## src/rtl/inta_if.sv

```systemverilog
// inta_if: PIC-side handshake and result bus of the interrupt-acknowledge master.
interface inta_if;
  logic        int_i;
  logic        ien_i;
  logic        m8086_i;
  logic [7:0]  d_i;
  logic        rdy_i;
  logic        inta_o;
  logic        busy_o;
  logic [7:0]  vec_o;
  logic [15:0] addr_o;
  logic        vld_o;
  logic        err_o;
  modport master (
    input  int_i, ien_i, m8086_i, d_i, rdy_i,
    output inta_o, busy_o, vec_o, addr_o, vld_o, err_o
  );
  modport slave (
    output int_i, ien_i, m8086_i, d_i, rdy_i,
    input  inta_o, busy_o, vec_o, addr_o, vld_o, err_o
  );
endinterface

```

## src/rtl/inta_master.sv

```systemverilog
// inta_master: issues 8086 (two-pulse) or 8080 (three-pulse) INTA sequences and captures the PIC response.
module inta_master #(
  parameter int PW = 2,
  parameter int GW = 1
) (
  input logic clk,
  input logic reset,
  inta_if.master bus
);
  typedef enum logic [1:0] {IDLE, PULSE, GAP, VALID} state_t;
  localparam logic [3:0] PW_M1 = 4'(PW - 1);
  localparam logic [3:0] GW_M1 = 4'(GW - 1);
  state_t      state_q, state_d;
  logic [1:0]  n_q, n_d;
  logic [3:0]  cnt_q, cnt_d;
  logic        mode_q, mode_d;
  logic        inta_q, vld_q, err_q, err_d;
  logic [7:0]  vec_q, vec_d;
  logic [15:0] addr_q, addr_d;
  logic        last_pulse;
  // mode is latched at sequence start so mid-sequence m8086 changes are ignored
  assign last_pulse = n_q == (mode_q ? 2'd2 : 2'd3);
  always_comb begin
    state_d = state_q;
    n_d     = n_q;
    cnt_d   = cnt_q;
    mode_d  = mode_q;
    vec_d   = vec_q;
    addr_d  = addr_q;
    err_d   = 1'b0;
    case (state_q)
      IDLE: if (bus.int_i && bus.ien_i) begin
        state_d = PULSE;
        n_d     = 2'd1;
        cnt_d   = PW_M1;
        mode_d  = bus.m8086_i;
      end
      PULSE: if (cnt_q != 4'd0) cnt_d = cnt_q - 4'd1;
      else begin
        vec_d         = (mode_q && n_q == 2'd2) ? bus.d_i : vec_q;
        addr_d[7:0]   = (!mode_q && n_q == 2'd2) ? bus.d_i : addr_q[7:0];
        addr_d[15:8]  = (!mode_q && n_q == 2'd3) ? bus.d_i : addr_q[15:8];
        err_d         = !mode_q && n_q == 2'd1 && bus.d_i != 8'hCD;
        state_d       = last_pulse ? VALID : GAP;
        cnt_d         = last_pulse ? 4'd0 : GW_M1;
      end
      GAP: if (cnt_q != 4'd0) cnt_d = cnt_q - 4'd1;
      else begin
        state_d = PULSE;
        n_d     = n_q + 2'd1;
        cnt_d   = PW_M1;
      end
      VALID: if (bus.rdy_i) begin
        state_d = IDLE;
        n_d     = 2'd0;
      end
      default: state_d = IDLE;
    endcase
  end
  always_ff @(posedge clk or posedge reset) begin
    if (reset) begin
      state_q <= IDLE;
      n_q     <= '0;
      cnt_q   <= '0;
      mode_q  <= 1'b0;
      inta_q  <= 1'b0;
      vld_q   <= 1'b0;
      err_q   <= 1'b0;
      vec_q   <= '0;
      addr_q  <= '0;
    end else begin
      state_q <= state_d;
      n_q     <= n_d;
      cnt_q   <= cnt_d;
      mode_q  <= mode_d;
      inta_q  <= state_d == PULSE;
      vld_q   <= state_d == VALID;
      err_q   <= err_d;
      vec_q   <= vec_d;
      addr_q  <= addr_d;
    end
  end
  assign bus.inta_o = inta_q;
  assign bus.busy_o = state_q != IDLE;
  assign bus.vld_o  = vld_q;
  assign bus.err_o  = err_q;
  assign bus.vec_o  = vec_q;
  assign bus.addr_o = addr_q;
endmodule

```

## src/flat_wrapper.sv

```systemverilog
// flat-port wrapper written by rule: the top's interface ports become plain ports
module inta_master_flat 
#(
  parameter int PW = 2,
  parameter int GW = 1
)
  (clk, reset, bus_int_i, bus_ien_i, bus_m8086_i, bus_d_i, bus_rdy_i, bus_inta_o, bus_busy_o, bus_vec_o, bus_addr_o, bus_vld_o, bus_err_o);
  inta_if bus_i ();
  input logic clk;
  input logic reset;
  input wire logic [$bits(bus_i.int_i)-1:0] bus_int_i;
  input wire logic [$bits(bus_i.ien_i)-1:0] bus_ien_i;
  input wire logic [$bits(bus_i.m8086_i)-1:0] bus_m8086_i;
  input wire logic [$bits(bus_i.d_i)-1:0] bus_d_i;
  input wire logic [$bits(bus_i.rdy_i)-1:0] bus_rdy_i;
  output wire logic [$bits(bus_i.inta_o)-1:0] bus_inta_o;
  output wire logic [$bits(bus_i.busy_o)-1:0] bus_busy_o;
  output wire logic [$bits(bus_i.vec_o)-1:0] bus_vec_o;
  output wire logic [$bits(bus_i.addr_o)-1:0] bus_addr_o;
  output wire logic [$bits(bus_i.vld_o)-1:0] bus_vld_o;
  output wire logic [$bits(bus_i.err_o)-1:0] bus_err_o;
  assign bus_i.int_i = bus_int_i;
  assign bus_i.ien_i = bus_ien_i;
  assign bus_i.m8086_i = bus_m8086_i;
  assign bus_i.d_i = bus_d_i;
  assign bus_i.rdy_i = bus_rdy_i;
  assign bus_inta_o = bus_i.inta_o;
  assign bus_busy_o = bus_i.busy_o;
  assign bus_vec_o = bus_i.vec_o;
  assign bus_addr_o = bus_i.addr_o;
  assign bus_vld_o = bus_i.vld_o;
  assign bus_err_o = bus_i.err_o;
  inta_master #(.PW(PW), .GW(GW)) u_core (.clk(clk), .reset(reset), .bus(bus_i));
endmodule
```

## config.mk

```make
export PLATFORM = sky130hd
export DESIGN_NAME = inta_master_flat
export DESIGN_NICKNAME = d
export VERILOG_FILES = /design/src/rtl/inta_if.sv /design/src/rtl/inta_master.sv /design/src/flat_wrapper.sv
export SDC_FILE = /design/constraint.sdc
export NUM_CORES = 1
export LEC_CHECK = 0
export ABC_AREA = 1
export BUFFER_PORTS_ARGS = -buffer_cell sky130_fd_sc_hd__buf_2
export CAP_MARGIN = 40
export CORE_UTILIZATION = 56
export CTS_BUF_LIST = sky130_fd_sc_hd__clkbuf_8 sky130_fd_sc_hd__clkbuf_16
export CTS_CLUSTER_SIZE = 30
export DETAILED_ROUTE_END_ITERATION = 10
export HOLD_SLACK_MARGIN = 0.08
export PLACE_DENSITY = 0.81
export SETUP_SLACK_MARGIN = 0.4
export SYNTH_ARGS = -nofsm -noshare
export SYNTH_HDL_FRONTEND = slang
export SYNTH_SLANG_ARGS = --single-unit
```

## constraint.sdc

```tcl
create_clock -name clk -period 4.49 [get_ports clk]
set_clock_uncertainty 0.15 [all_clocks]
set_input_delay 1.347 -clock clk [delete_from_list [all_inputs] [get_ports clk]]
set_output_delay 1.347 -clock clk [all_outputs]
set_load 0.1 [all_outputs]
```

After elaboration in Yosys (flattened, before gate mapping)

Index checks and enable logic that the tools add are counted.

Register bits: 36
Input port bits: 14
Output and inout bits: 28
Logic and storage cells: 61

$add $sub $neg: 2
Equal/unequal tests: 13
Mux-type cells: 17
Bitwise gates (word level): 1
Reductions and logical operators: 18

Operator list:

| operator                                               | count |
|---|---|
| 2-to-1 mux 2 bit                                       | 7 |
| 2-to-1 mux 4 bit                                       | 3 |
| case mux 4 bit (3 select lines)                        | 1 |
| == test 2 bit (second input constant)                  | 5 |
| AND reduction 3 bit                                    | 3 |
| inequality test 8 bit (second input constant)          | 1 |
| case mux 2 bit (4 select lines)                        | 1 |
| == test 2 x 1 -> 1 bit (second input constant)         | 3 |
| logical AND 1 bit                                      | 6 |
| case mux 2 bit (3 select lines)                        | 1 |
| nonzero test 3 bit                                     | 2 |
| 2-to-1 mux 1 bit                                       | 4 |
| inequality test 2 bit (second input constant)          | 2 |
| AND reduction 2 bit                                    | 2 |
| AND reduction 4 bit                                    | 1 |
| nonzero test 4 bit                                     | 1 |
| subtractor 4 x 1 -> 4 bit (second input constant)      | 1 |
| adder 2 x 1 -> 2 bit (second input constant)           | 1 |
| == test 2 bit                                          | 1 |
| zero test 2 bit                                        | 1 |
| inequality test 2 x 1 -> 1 bit (second input constant) | 1 |
| nonzero test 2 bit                                     | 1 |
| zero test 1 bit                                        | 1 |
| inverter 1 bit                                         | 1 |

Longest topological paths before layout

Depth after elaboration: 6
Mapped depth: 10
Mapped depth without buffers: 10

Least setup slack after synthesis

Ideal clock, no wire load.

Path kind: register to output
Start: reg u_core.state_q[0]
End: out bus_busy_o
Arrival: 1.282 ns
Data required time: 2.993 ns
Path slack: 1.711 ns
Cell stages (with the launch flop): 4
Path buffers: 0
Cells stage by stage: dfrtp_1 > inv_1 > ha_1 > inv_1

Word-level cells in the longest chain between the ends: 1

RTL lines:

| element                | line               | source |
|---|---|---|
| from (decl)            | inta_master.sv:13  | `state_t state_q, state_d;` |
| from (signal assigned) | inta_master.sv:72  | `state_q <= state_d;` |
| nonzero test 2 bit     | inta_master.sv:84  | `assign bus.busy_o = state_q != IDLE;` |
| to (decl)              | flat_wrapper.sv:17 | `output wire logic [$bits(bus_i.busy_o)-1:0] bus_busy_o;` |

Every way passes these cells.

Final worst setup path

Same ends and word-level chain as after synthesis.

==> results.cfg <==
[setup_path]
cp.arrival_ns = 1.49
cp-end-kind = output port
crit_slowest_cell = buf_2
path_class = flip-flop to output port
crit_path_frequent_cell = inv_1
crit_required_ns = 2.99
slowest_delay_ns = 0.42
worstRegToRegCells = 7
r2r_setup_slack_ns = 2.82
worstPathMaxFanout = 5
r2r-end = u_core.bus.addr_o[7]
worst_r2r_startpoint = u_core.state_q[1]
critPathLaunchType = flip-flop
crit_chain = inv_1 -> ha_1 -> inv_1 -> buf_2

[floorplanning]
ioPinCount = 42
start_util_pct = 61.08
rows = 19
die_y_um = 57.55
die_area_um2 = 3311
core_um2 = 2829
die_x_um = 57.55

[synthesis]
synthCells = 193
synth_compound_area_share_pct = 11.08
netlist_area_um2 = 1728
ys_seq_elements = 36
ys_warn_count = 0
synth_xor_area_share_pct = 0.5069
synth_adder_area_share_pct = 6.517
ys_types = 18
syn_avg_cell_area_um2 = 8.953
synth-simple-area-share_pct = 21.00
yosysSeqAreaShare_pct = 52.14
synthesis.nets = 216
synth.area.mux_share_pct = 0
synth_top_family_by_area = simple AND/OR/NAND/NOR gates

[worst_hold_path]
whs_endpoint = u_core.bus.addr_o[4]
min_path_cells = 2
hold_class = flip-flop to flip-flop
min-delay-start = u_core.bus.addr_o[4]

[route]
route.detailed.drc = 3
routed_wl_um = 3223
num_vias = 1385
first_iter_violations = 64
viasPerCell = 5.111
routedWlPerCell_um = 11.89
ant_nets = 0
drtPass1Iterations = 7

[final_layout]
design_area_um2 = 2057
final_layout_size_suffix_gt1_share_pct = 23.75
regArea_um2 = 900.9
fill_cells = 233
multi_input_area_um2 = 675.6
area_growth_pct = 19.04
antenna_cells = 0
layout.nets = 262

[sta]
slew_viol_final = 0
hold_violations = 0
rsz0062_at_grt = false
tightest_slew_ns = 0.4925
timing.fmax_mhz = 334.3
finalSetupTns_ns = 0
timing.final.crit_share_pct = 66.62
maxSlewHeadroom_pct = 67.39
setup_viol = 0
period_needed_ns = 2.991

[clock_network]
ctsHoldBuffers = 0
cts_tree = yes
cts_made_buffers = 5
clockBufferDepth = 2
clock-sinks = 36
cts_max_level = 2
postCtsResizedCells = 0
worstSkewPairLatency_ns = 0.28
cts-root-buf = clkbuf_8
clk_pin_slew_ns = 0.07
cts_setup_buffers = 0

[run]
drv_cap = 0

[status]
status = finished with violations
violations = DRC

[global_route]
grt_max_degree = 37
grt_remaining_overflow = 0
gr-usage-met3_pct = 4.989
antenna_found_initial = 0
met2_usage_pct = 34.22
grt_pass1_wl_um = 5457
grt_pass1_vias = 1246
grtUsageTotal_pct = 22.02
met1_usage_pct = 30.76
grt-busiest-layer = met2

[placed_design]
placed_cell_area_um2 = 1946
port_buffers = 41
gp_congestion = 0.7900
dp_hpwl_um = 2418
-- cell families (layout without fill, tap and decap cells) --
kind of cell	after synthesis	count (layout)
simple gates	76	76
compound gates	38	38
flops	36	36
buf+inv	33	80
fa+ha+maj	9	9
xor+xnor	1	1
-- through the flow --
stage	instances	setup WS, ns	util, %	hold slack (ns)
2_1_floorplan	193	1.711	-	0.3409
3_3_place_gp	263	1.820	68.77	0.3185
3_5_place_dp	263	1.800	68.77	0.3233
4_1_cts	271	1.492	72.71	0.3408
5_1_grt	271	1.378	72.71	0.3615
6_report	271	1.499	72.71	0.3392
-- registers in the layout, summed over array words and instances (netlist names) --
name,cells
u_core.bus.addr_o,16
u_core.bus.err_o,1
u_core.bus.inta_o,1
u_core.bus.vec_o,8
u_core.bus.vld_o,1
u_core.cnt_q,4
u_core.mode_q,1
u_core.n_q,2
u_core.state_q,2
-- cells in the mapped netlist --
master	count	area, um2
nor2_4	1	11.26
nand4_1	2	12.51
buf_6	3	33.78
nor3_1	2	10.01
o22ai_1	1	6.260
o21ai_1	26	130.1
dfrtp_1	36	900.9
ha_1	9	112.6
nand3_4	4	70.07
inv_6	1	8.760
a21oi_1	5	25.02
nand3_1	6	30.03
o21ai_0	6	30.03
nand2_1	55	206.5
inv_1	28	105.1
inv_2	1	3.750
xnor2_1	1	8.760
nor2_1	6	22.52
-- worst max-delay path, delay by kind of cell (launching register included) --
kind	cells	cell delay (ns)
DFF	1	0.37
adders and majority gates	1	0.25
buffers and inverters	3	0.59
-- cell usage in the layout (no fill, tap or decap) --
cell type,n
inv_2,1
nor3_1,2
buf_4,1
nand3_4,4
o21ai_0,6
ha_1,9
o22ai_1,1
clkinv_2,1
clkbuf_8,5
inv_6,1
clkinvlp_4,1
buf_2,41
nor2_4,1
nand4_1,2
a21oi_1,5
nor2_1,6
dfrtp_1,36
o21ai_1,26
nand3_1,6
inv_1,28
xnor2_1,1
nand2_1,55
bufinv_16,1
-- final cells by class --
cell class | instances | area share [%]
clock inverters | 3 | 2.068
clock buffers | 5 | 3.346
well taps | 31 | 1.886
multi-input cells | 124 | 32.85
repair buffers | 42 | 10.34
flip-flops and latches | 36 | 43.80
inverters | 30 | 5.718
-- metal layers --
metal / part of all wire, % / up-vias
li1: - / 704
met1: 47 / 638
met2: 47 / 39
met3: 5.0 / 4
met4: 1.1 / 0
met5: 0 / -
-- worst max-delay path by stage --
stage / start / to / slack (ns) / cells past startpoint
floorplan: u_core.state_q[0] / bus_busy_o / 1.71 / 3
global placement: u_core.state_q[0] / bus_busy_o / 1.82 / 4
detailed placement: u_core.state_q[0] / bus_busy_o / 1.80 / 4
CTS: u_core.state_q[0] / bus_busy_o / 1.49 / 4
global route: u_core.state_q[0] / bus_busy_o / 1.38 / 4
finish: u_core.state_q[0] / bus_busy_o / 1.50 / 4
Power is left out: the tool's default activity adds up to more than one toggle a clock period on the data nets, which glitch-free logic cannot reach.
